**config.mk**
```make
export PLATFORM = sky130hd
export DESIGN_NAME = bus_arbiter
export DESIGN_NICKNAME = d
export VERILOG_FILES = /design/src/rtl/bus_pkg.sv /design/src/rtl/arb_pick.sv /design/src/rtl/bus_arbiter.sv
export SDC_FILE = /design/constraint.sdc
export NUM_CORES = 1
export LEC_CHECK = 0
export CORE_ASPECT_RATIO = 0.9
export CORE_MARGIN = 4
export CORE_UTILIZATION = 39
export CTS_CLUSTER_SIZE = 10
export DETAILED_ROUTE_END_ITERATION = 16
export HOLD_SLACK_MARGIN = 0.12
export PLACE_DENSITY = 0.81
export RECOVER_POWER = 50
export REMOVE_ABC_BUFFERS = 1
export SYNTH_ARGS = -nofsm -noshare
export SYNTH_HDL_FRONTEND = slang
export SYNTH_SLANG_ARGS = --single-unit
```
**constraint.sdc**
```tcl
create_clock -name clk -period 2.5 [get_ports clk]
set_input_delay 0.375 -clock clk [delete_from_list [all_inputs] [get_ports clk]]
set_output_delay 0.375 -clock clk [all_outputs]
set_load 0.1 [all_outputs]
```
**src/rtl/bus_pkg.sv**
```systemverilog
`default_nettype none
// +----------------------------------------------------------------------+
// | bus_pkg: shared types and constants for the SoC data bus fabric.      |
// | Revision: 1.0                                                         |
// +----------------------------------------------------------------------+
package bus_pkg;

    typedef enum logic [1:0] {
        IDLE = 2'd0,
        OWN0 = 2'd1,
        OWN1 = 2'd2
    } arb_state_t;

    typedef logic mid_t;

    localparam int C_DEF_WIDTH    = 32;
    localparam int C_DEF_MAXBURST = 8;

    // Slave address map, shared with the bus decoder
    localparam logic [31:0] C_RAM_BASE   = 32'h0000_0000;
    localparam logic [31:0] C_DPRAM_BASE = 32'h0001_0000;
    localparam logic [31:0] C_BTN_BASE   = 32'h0002_0000;

endpackage
`default_nettype wire

```
**src/rtl/arb_pick.sv**
```systemverilog
`default_nettype none
// +----------------------------------------------------------------------+
// | arb_pick: combinational round-robin pick between two requesters.      |
// | Revision: 1.0                                                         |
// +----------------------------------------------------------------------+
module arb_pick
    import bus_pkg::*;
(
    input  logic req0,
    input  logic req1,
    input  mid_t last,
    output mid_t winner,
    output logic valid
);

    assign valid  = req0 | req1;
    // On a tie the master that did not win last time goes first
    assign winner = (req0 & req1) ? ~last : req1;

endmodule
`default_nettype wire

```
**src/rtl/bus_arbiter.sv**
```systemverilog
`default_nettype none
// +----------------------------------------------------------------------+
// | bus_arbiter: two-master round-robin bus arbiter with capped locks.    |
// | Revision: 1.0                                                         |
// +----------------------------------------------------------------------+
module bus_arbiter
    import bus_pkg::*;
#(
    parameter int WIDTH    = C_DEF_WIDTH,
    parameter int MAXBURST = C_DEF_MAXBURST
) (
    input  logic             clk,
    input  logic             rst,
    input  logic             m0_req,
    input  logic             m0_lock,
    input  logic             m0_write,
    input  logic [WIDTH-1:0] m0_addr,
    input  logic [WIDTH-1:0] m0_wdata,
    output logic             m0_gnt,
    output logic             m0_rvalid,
    output logic [WIDTH-1:0] m0_rdata,
    input  logic             m1_req,
    input  logic             m1_lock,
    input  logic             m1_write,
    input  logic [WIDTH-1:0] m1_addr,
    input  logic [WIDTH-1:0] m1_wdata,
    output logic             m1_gnt,
    output logic             m1_rvalid,
    output logic [WIDTH-1:0] m1_rdata,
    output logic [WIDTH-1:0] busaddr,
    output logic [WIDTH-1:0] buswdata,
    output logic             buswrite,
    input  logic [WIDTH-1:0] busrdata
);

    localparam logic [7:0] C_MAXCNT = 8'(MAXBURST);

    arb_state_t       r_state, w_state_nxt;
    mid_t             r_last, w_last_nxt;
    logic [7:0]       r_count, w_count_nxt;
    logic             r_rd_valid;
    mid_t             r_rd_id;
    logic [WIDTH-1:0] r_busaddr, r_buswdata;

    logic [1:0]       w_req, w_lock, w_write;
    mid_t             w_owner, w_pick_id, w_gnt_id;
    logic             w_owned, w_forced, w_pick_valid, w_gnt_valid, w_gnt;
    logic [WIDTH-1:0] w_sel_addr, w_sel_wdata;

    assign w_req   = {m1_req, m0_req};
    assign w_lock  = {m1_lock, m0_lock};
    assign w_write = {m1_write, m0_write};

    arb_pick u_pick (
        .req0   (m0_req),
        .req1   (m1_req),
        .last   (r_last),
        .winner (w_pick_id),
        .valid  (w_pick_valid)
    );

    always_comb begin
        w_state_nxt = IDLE;
        w_count_nxt = 8'd0;
        w_last_nxt  = r_last;
        w_owner     = (r_state == OWN1);
        w_owned     = (r_state != IDLE) && w_req[w_owner];
        w_forced    = 1'b0;
        w_gnt_valid = w_pick_valid;
        w_gnt_id    = w_pick_id;
        if (w_owned) begin
            // A full burst hands over only if the other master is waiting
            w_forced    = (r_count == C_MAXCNT) && w_req[~w_owner];
            w_gnt_valid = 1'b1;
            w_gnt_id    = w_forced ? ~w_owner : w_owner;
        end
        if (w_gnt_valid) begin
            w_last_nxt = w_gnt_id;
            if (w_lock[w_gnt_id]) begin
                w_state_nxt = w_gnt_id ? OWN1 : OWN0;
                if (w_owned && !w_forced)
                    w_count_nxt = (r_count == C_MAXCNT) ? r_count : r_count + 8'd1;
                else
                    w_count_nxt = 8'd1;
            end
        end
    end

    assign w_gnt       = w_gnt_valid & ~rst;
    assign w_sel_addr  = w_gnt_id ? m1_addr  : m0_addr;
    assign w_sel_wdata = w_gnt_id ? m1_wdata : m0_wdata;

    assign m0_gnt   = w_gnt & (w_gnt_id == 1'b0);
    assign m1_gnt   = w_gnt & (w_gnt_id == 1'b1);
    assign busaddr  = w_gnt ? w_sel_addr  : r_busaddr;
    assign buswdata = w_gnt ? w_sel_wdata : r_buswdata;
    assign buswrite = w_gnt & w_write[w_gnt_id];

    assign m0_rvalid = r_rd_valid & ~rst & (r_rd_id == 1'b0);
    assign m1_rvalid = r_rd_valid & ~rst & (r_rd_id == 1'b1);
    assign m0_rdata  = busrdata;
    assign m1_rdata  = busrdata;

    always_ff @(posedge clk) begin
        if (rst) begin
            r_state    <= IDLE;
            r_last     <= 1'b1;
            r_count    <= 8'd0;
            r_rd_valid <= 1'b0;
            r_rd_id    <= 1'b0;
            r_busaddr  <= '0;
            r_buswdata <= '0;
        end else begin
            r_state    <= w_state_nxt;
            r_last     <= w_last_nxt;
            r_count    <= w_count_nxt;
            r_rd_valid <= w_gnt & ~w_write[w_gnt_id];
            r_rd_id    <= w_gnt_id;
            if (w_gnt) begin
                r_busaddr  <= w_sel_addr;
                r_buswdata <= w_sel_wdata;
            end
        end
    end

endmodule
`default_nettype wire

```
# After elaboration in Yosys (flattened, before gate mapping)

Cells that the tools add are included.

Add/sub/neg operators: 1
$mul: 0
Divide/modulo/power cells: 0
Order comparisons: 3
Equality and inequality tests: 3
Shift-type cells: 0
Mux-type cells: 20
Bitwise logic cells: 19
Reduce and logical (&&, ||, !) cells: 7

Operators by type and width:

| kind                                                | count |
|---|---|
| two-way mux 32 bit                                  | 4 |
| two-way mux 1 bit                                   | 15 |
| bitwise AND 1 bit                                   | 9 |
| inverter 1 bit                                      | 9 |
| adder 8 x 1 -> 8 bit, second input constant         | 1 |
| equality test 8 x 4 -> 1 bit, second input constant | 1 |
| < comparator 1 x 2 -> 1 bit, second input constant  | 3 |
| OR reduction 4 bit                                  | 1 |
| logical AND 1 bit                                   | 3 |
| OR reduction 3 bit                                  | 1 |
| equality test 2 bit, second input constant          | 1 |
| two-way mux 2 bit                                   | 1 |
| inequality test 2 bit, second input constant        | 1 |
| nonzero test 2 bit                                  | 1 |
| zero test 1 bit                                     | 1 |
| bitwise OR 1 bit                                    | 1 |

Bits in registers: 77
Latch bits: 0
Memory bits (writable): 0
ROM bits: 0
Output and inout port bits: 133
Logic and storage cells: 61
Memories kept: 0

# Depth between registers and ports, before layout

Gate-level depths: netlist (run 1).

Word-level depth: 11
Mapped depth: 9

# Hierarchy

From an unflattened synthesis (run 1), not the netlist that was laid out.

Cells, all modules: 574
Area, all modules: 4738.3 µm²

By module, submodules not included:

| module      | instances | cells each | area an instance (µm²) |
|---|---|---|---|
| bus_arbiter | 1         | 572        | 4724.5 |
| arb_pick    | 1         | 2          | 13.8 |

# Least setup slack after synthesis (run 1)

Ideal clock, no wire load.

Kind: register -> output
Start point: reg r_count[0]
End point: out busaddr[10]
Arrival time: 3.279 ns
Slack: -1.154 ns
Cell stages (with the launch flop): 9
Buffers on the path: 2
Cells stage by stage: dfxtp_1 > inv_1 > ha_1 > and4bb_2 > a31oi_1 > buf_2 > buf_1 > o31ai_1 > a21oi_1

Word-level cells in the longest chain between the ends: 6

RTL lines:

| element                      | RTL line           | text |
|---|---|---|
| from (decl)                  | bus_arbiter.sv:40  | `logic [7:0] r_count, w_count_nxt;` |
| from (signal assigned)       | bus_arbiter.sv:116 | `r_count <= w_count_nxt;` |
| equality test 8 x 4 -> 1 bit | bus_arbiter.sv:73  | `w_forced = (r_count == C_MAXCNT) && w_req[~w_owner];` |
| logical AND 1 bit            | bus_arbiter.sv:73  |  |
| two-way mux 1 bit            | bus_arbiter.sv:75  | `w_gnt_id = w_forced ? ~w_owner : w_owner;` |
| two-way mux 1 bit            | bus_arbiter.sv:71  | `if (w_owned) begin` |
| two-way mux 32 bit           | bus_arbiter.sv:90  | `assign w_sel_addr = w_gnt_id ? m1_addr : m0_addr;` |
| two-way mux 32 bit           | n/a                |  |
| to (decl)                    | bus_arbiter.sv:30  | `output logic [WIDTH-1:0] busaddr,` |

No other way between the ends.

# Worst setup path after layout (run 1)

Start point: reg r_count[0]
End point: out busaddr[31]

The elaborated chain is that of the path after synthesis.

==> results_dict.tcl, run 1 <==
set metrics [dict create \
    status "finished with violations" \
    violations "negative setup slack" \
    synthArstFlopShare 0 \
    power.leakage_nw 3.87 \
    grt-ovfl-total 0 \
    hold_path_depth 2 \
    cts-root-buf "clkbuf_16" \
    diodes 0 \
    routed_wl_um 31600 \
    grtUsageTotal 0.344 \
    post-route-util 0.849 \
    numCtsBuffers 9 \
    ys.flop_type "dfxtp_1" \
    ant_nets 0 \
    ys_ff_latch 77 \
    startpoint "r_count[0]" \
    synth_edf_count 0 \
    setup_violations 71 \
    drive_gt1_frac 0.513 \
    crit_end "busaddr[31]" \
    drc 0 \
    synthesis.area_mm2 0.00511 \
    hpwl_um 16200 \
    skew_ps 12.7 \
    drt_iter0_markers 580 \
    seq_area_mm2 0.00154 \
    insertion_delay_ps 340 \
    syn_area_per_cell_um2 8.51 \
    finalHoldViolations 0 \
    grt_max_degree 42 \
    worstPathRequired_ps 2120 \
    fp.dieArea_mm2 0.0150 \
    internal-power_mw 3.26 \
    fin_crit_ps 2980 \
    reg2reg_slack_ps -60 \
    reg2regPathDepth 10 \
    placedCellCount 980 \
    fill_cells 580 \
    firstDrtPassIters 6 \
    die_h_um 117 \
    critPathKind "flip-flop to output port" \
    post_drt_wl_per_cell_um 30.6 \
    nets 1034 \
    start_kind "flip-flop" \
    grt_pass1_wl_um 39900 \
    holdWs_ps 345 \
    tightest_slew_ps 913 \
    htree_num_levels 3 \
    slew_viol_final 0 \
    peakVddDrop_v 0.000415 \
    p_seq_frac 0.239 \
    cts_hold_buf 0 \
    clockPowerShare 0.236 \
    finalCritPeriodShare 1.19 \
    syn-instance-count 601 \
    critical_path.max_fanout 7 \
    p_per_area_mw_per_mm2 521 \
    clock_sinks 77 \
    coreArea_mm2 0.0128 \
    r2r_start "r_count[7]" \
    clock.fmax_mhz 335 \
    syn_to_final_growth_pct 112 \
    grt_pass1_vias 6986 \
    gp_congestion 0.880 \
    multi_input_area_mm2 0.00422 \
    pwr-share-comb 0.525 \
    yosysUniqueCellTypes 41 \
    via_count 6935 \
    initial_core_util 0.400 \
    cp-end-kind "output port" \
    final_cells 1033 \
    cap_violations 0 \
    boundaryPins 301 \
    antenna_found_initial 0 \
    slew-limit-headroom 0.391 \
    ys_warn_count 0 \
    p_total_mw 5.66 \
    clkTransAtPathRegs_ps 60 \
    clockBufferDepth 2 \
    fp.dieW_um 129 \
    synth-seq-area-share 0.302 \
    power.switching_mw 2.40 \
    switching_share 0.424 \
    num_rows 39 \
    r2r_end "r_count[0]" \
    io_buffers 204 \
    hp-class "input pin to flip-flop" \
    cts_tree "done" \
    fin_setup_tns_ps -24960 \
    cp.arrival_ps 2610 \
    setup_ws_ps -481 \
    vias_per_cell 6.71 \
    rsz0062_at_grt "true" \
]
## critical path, cell delays in order, from the launching register on
cell and delay, ps:
dfxtp_1 350, inv_1 70, ha_2 200, nand4bb_1 150, buf_4 160, nor3_4 50, buf_12 130, buf_4 140
buf_12 130, o31ai_1 510, a21oi_2 160, buf_12 200
## through the flow
step,area (um^2),setup slack (ps)
2_1_floorplan,4320,-3560
3_3_place_gp,8530,-576
3_5_place_dp,8530,-654
4_1_cts,9910,-376
5_1_grt,10900,-507
6_report,10900,-481
## what timing repair did
action                                  CTS  global route
gates cloned                              8             7
endpoints found under the setup margin   67            75
setup buffers                            12            14
pin swaps                                24            91
resized for setup                       139           108
## synthesized netlist by cell type, types with 2 or more instances
cell	instances	area share
nand3_1	4	0.0039
xor2_1	5	0.0086
nor2_1	70	0.051
nand2b_1	2	0.0024
dfxtp_1	77	0.30
or3_1	2	0.0024
buf_6	4	0.0088
buf_2	14	0.014
o31ai_1	66	0.097
a41oi_1	36	0.062
and3_1	5	0.0061
a211oi_1	71	0.10
buf_4	66	0.097
inv_1	2	0.0015
ha_1	2	0.0049
nand4_1	3	0.0037
nor3_1	2	0.0020
buf_1	6	0.0044
a41oi_2	28	0.089
nand2_1	7	0.0051
clkbuf_1	43	0.032
a21oi_1	67	0.066
## worst min path at each step
| stage | slack [ps] | from | end |
|---|---|---|---|
| final | 350 | rst | r_busaddr[30] |
| after global routing | 350 | rst | r_busaddr[30] |
| after CTS | 320 | rst | r_busaddr[30] |
| after detailed placement | 530 | r_busaddr[0] | r_busaddr[0] |
| after global placement | 520 | r_buswdata[14] | r_buswdata[14] |
| after floorplan | 450 | rst | r_busaddr[0] |
## power by group through the flow
stage | Sequential (mW) | Clock, mW | Combinational (mW)
6_report | 1.35 | 1.33 | 2.97
5_1_grt | 1.36 | 1.39 | 3.04
4_1_cts | 1.34 | 1.33 | 2.69
3_5_place_dp | 1.37 | 0 | 2.54
3_3_place_gp | 1.37 | 0 | 2.49
2_1_floorplan | 1.36 | 0 | 1.36
## registers in the layout, summed over array words and instances, names as in the netlist
signal / flops
r_rd_valid: 1
r_state: 2
r_rd_id: 1
r_last: 1
r_buswdata: 32
r_count: 8
r_busaddr: 32
## routing by layer
layer | wire [um] | track usage | vias to the layer above
li1 | - | - | 2818
met1 | 10900 | 0.386 | 3360
met2 | 15000 | 0.569 | 600
met3 | 3790 | 0.145 | 153
met4 | 1720 | 0.143 | 4
met5 | 134 | 0.0817 | -
## layout make-up
class,instances,area share
timing repair buffer,385,0.422
clock buffer,11,0.0214
inverter,2,0.000692
multi-input combinational,389,0.389
sequential,77,0.142
clock inverter,5,0.00565
tap,164,0.0189
## cells by family (layout without fill, tap and decap cells)
family,count (synthesis),count (layout),synth area share
xor gates and xnor gates,6,6,0.0103
and+or+nand+nor,104,104,0.0935
adders and majority gates,2,2,0.00489
AOI/OAI and AO/OA,275,275,0.429
DFF,77,77,0.302
muxes,2,2,0.00416
buffers and inverters,135,403,0.157
## layout by cell type (no fill, tap or decap), types with 7 or more instances in the layout
cell type,n
dfxtp_1,76
nor2_1,67
clkdlybuf4s50_1,133
a21oi_2,53
a211oi_2,8
a41oi_4,52
a41oi_2,12
o31ai_2,25
nand2_1,7
a211oi_1,63
buf_6,10
clkbuf_16,14
o31ai_1,41
a21oi_4,12
buf_12,90
buf_4,136
No activity file was read; power rests on OpenSTA's default activity.
==> run 2: changes to the inputs <==
--- a/config.mk
+++ b/config.mk
@@ -5,13 +5,14 @@
 export SDC_FILE = /design/constraint.sdc
 export NUM_CORES = 1
 export LEC_CHECK = 0
+export ABC_AREA = 1
 export CORE_ASPECT_RATIO = 0.9
 export CORE_MARGIN = 4
 export CORE_UTILIZATION = 39
 export CTS_CLUSTER_SIZE = 10
 export DETAILED_ROUTE_END_ITERATION = 16
 export HOLD_SLACK_MARGIN = 0.12
-export PLACE_DENSITY = 0.81
+export PLACE_DENSITY = 0.8
 export RECOVER_POWER = 50
 export REMOVE_ABC_BUFFERS = 1
 export SYNTH_ARGS = -nofsm -noshare
==> run 2 against run 1 <==
  * The flow now finishes without violations
  * Critical path depth down 3
  * Routed wire length is 40% lower
  * Critical path type is now input pin to output port
  * Sequential share of layout area is 4.0 points higher
  * Clock power down 3%
  * Synthesized area up 1.2%
  * Largest cell class unchanged
  * Core utilization is 19 points lower
  * Largest power group unchanged
==> results_dict.tcl, run 2 <==
set metrics [dict create \
    peakVddDrop_v 0.000484 \
    fp.dieArea_mm2 0.0152 \
    gp_congestion 0.853 \
    reg2reg_slack_ps 540 \
    yosys.area.top_type "dfxtp_1" \
    slew_viol_final 0 \
    startpoint "m0_req" \
    ys_warn_count 0 \
    yosysTopAreaCellShare 0.298 \
    fin_setup_tns_ps 0 \
    grt-ovfl-total 0 \
    htree_num_levels 3 \
    power.leakage_nw 4.39 \
    synthArstFlopShare 0 \
    post_drt_wl_per_cell_um 19.1 \
    ys.flop_type "dfxtp_1" \
    grtUsageTotal 0.240 \
    cts_hold_buf 0 \
    busiest_layer "met2" \
    worstPathRequired_ps 2120 \
    diodes 0 \
    fin_crit_ps 2440 \
    finalHoldViolations 0 \
    synth_edf_count 0 \
    path_cells "clkdlybuf4s50_1 > buf_4 > nor2_2 > nor2_4 > buf_4 > nand3_1 > nand3_2 > buf_12" \
    grt_util_met3 0.172 \
    cts-root-buf "clkbuf_16" \
    initial_core_util 0.403 \
    crit_end "busaddr[27]" \
    antenna_found_initial 0 \
    max_stage_delay_ps 520 \
    rsz0062_at_grt "true" \
    layout_commonest_cell "nand2_1" \
    finalCritPeriodShare 0.978 \
    critical_path.max_fanout 21 \
    syn_area_per_cell_um2 7.81 \
    yosysMostFrequentCell "nand2_1" \
    critPathMostFrequentCell "buf_4" \
    syn-instance-count 662 \
    synth_area_leaders "dfxtp_1 (30%), nand4_2 (12%), buf_4 (11%), nand2_1 (10%), nand3_2 (10%)" \
    reg2regPathDepth 15 \
    insertion_delay_ps 340 \
    num_rows 39 \
    via_count 4974 \
    path_depth 8 \
    syn_to_final_growth_pct 63.6 \
    crit_slowest_cell "clkdlybuf4s50_1" \
    met1_usage 0.281 \
    cts_tree "done" \
    drive_gt1_frac 0.362 \
    vias_per_cell 5.03 \
    setup_violations 0 \
    largest_registers "r_busaddr x32, r_buswdata x32, r_count x8" \
    numCtsBuffers 9 \
    coreArea_mm2 0.0128 \
    clkTransAtPathRegs_ps 50 \
    status "completed" \
    design_area_mm2 0.00846 \
    synth-seq-area-share 0.298 \
    ys_ff_latch 77 \
    cp_top_family "buffers and inverters" \
    nets 989 \
    synthesis.area_mm2 0.00517 \
    grt_pass1_wl_um 27400 \
    grt_max_degree 60 \
    slew-limit-headroom 0.779 \
    start_kind "input pin" \
    hpwl_um 14100 \
    cap_violations 0 \
    yosysUniqueCellTypes 29 \
    die_h_um 117 \
    cp-end-kind "output port" \
    boundaryPins 301 \
    clock.fmax_mhz 409 \
    io_buffers 204 \
    clockBufferDepth 2 \
    path_buf_inv 4 \
    post-route-util 0.659 \
    clock_sinks 77 \
    r2r_start "r_count[0]" \
    grt_use_met2 0.351 \
    routed_wl_um 18900 \
    skew_ps 8.93 \
    ant_nets 0 \
    grt_pass1_vias 4962 \
    placed_area_mm2 0.00776 \
    cp.arrival_ps 2070 \
    fp.dieW_um 129 \
    critPathKind "input pin to output port" \
    hp-class "flip-flop to flip-flop" \
    firstDrtPassIters 5 \
    synthTopCellsByCount "nand2_1 (140), nand3_1 (84), inv_1 (81), dfxtp_1 (77), buf_4 (75)" \
    drc 0 \
    drt_iter0_markers 192 \
    tightest_slew_ps 331 \
    p_per_area_mw_per_mm2 644 \
    p_total_mw 5.44 \
    r2r_end "r_buswdata[31]" \
    mostFrequentLayoutCells "nand2_1 (138), clkdlybuf4s50_1 (134), buf_12 (85), inv_1 (78), dfxtp_1 (75)" \
]
-- run 2: cell types whose count changed in the layout (fill, tap and decap cells not counted), sizes merged, moves of 5 or more --
| cell | change |
|---|---|
| and3 | -5 |
| inv | +84 |
| a41oi | -64 |
| nand4 | +62 |
| a211oi | -71 |
| o31ai | -66 |
| a21oi | -63 |
| nand3 | +132 |
| nor2 | -50 |
| buf | -122 |
| nand2 | +140 |
-- run 2: power breakdown --
group | internal, mW | switching [mW]
combinational | 1.07 | 1.74
sequential | 1.32 | 0.0256
clock | 0.803 | 0.486
total | 3.19 | 2.25
-- run 2: cells by family after synthesis --
group,after synthesis,synth area share
AND/OR/NAND/NOR,370,0.459
buffers and inverters,199,0.218
flip-flops,77,0.298
AO/OA/AOI/OAI,7,0.00750
XOR/XNOR,6,0.0102
adder cells (fa/ha/maj),2,0.00484
multiplexers,1,0.00218
-- run 2: repair_timing --
action,4_1_cts,5_1_grt
setup endpoints to repair,67,67
resized for setup,29,24
pin swaps,6,11
gates cloned,1,1
setup buffers,9,9
-- run 2: layout make-up --
cell class / count / area [um^2]
clock inverter: 1 / 30.0
timing repair buffer: 259 / 3370
inverter: 86 / 325
clock buffer: 15 / 258
fill: 958 / 4380
multi-input combinational: 386 / 2720
sequential: 77 / 1540
tap: 164 / 205
-- run 2: how the worst min path moves through the flow --
stage | cells after the start | start | end | slack (ps)
3_3_place_gp | 2 | r_last | r_last | 460
2_1_floorplan | 2 | r_last | r_last | 440
5_1_grt | 2 | r_last | r_last | 510
3_5_place_dp | 2 | r_last | r_last | 480
4_1_cts | 2 | r_last | r_last | 500
6_report | 2 | r_last | r_last | 490
-- run 2: metal layers --
layer / share of wire / vias to the layer above
met2: 0.43 / 268
met1: 0.40 / 2289
met5: 0.0077 / -
met4: 0.0092 / 4
met3: 0.15 / 18
li1: - / 2395
-- run 2: per-stage QoR --
stage	setup slack, ps	hold slack [ps]	instances
6_report	55.6	488	988
5_1_grt	-42.9	509	988
4_1_cts	0.158	498	979
3_5_place_dp	-44.6	483	953
3_3_place_gp	-6.79	463	953
2_1_floorplan	-1910	444	549
-- run 2: worst register-to-register path, cell delays in order, from the launching register on --
cell and delay [ps]:
dfxtp_2 320, inv_2 70, ha_4 140, nand3_4 60, nor2_4 160, nand2_2 70
nand2_2 70, nand2_4 80, buf_4 160, buf_12 150, nand4_1 100, nand3_2 120
buf_4 150, buf_4 120, nand2_1 50, inv_1 40
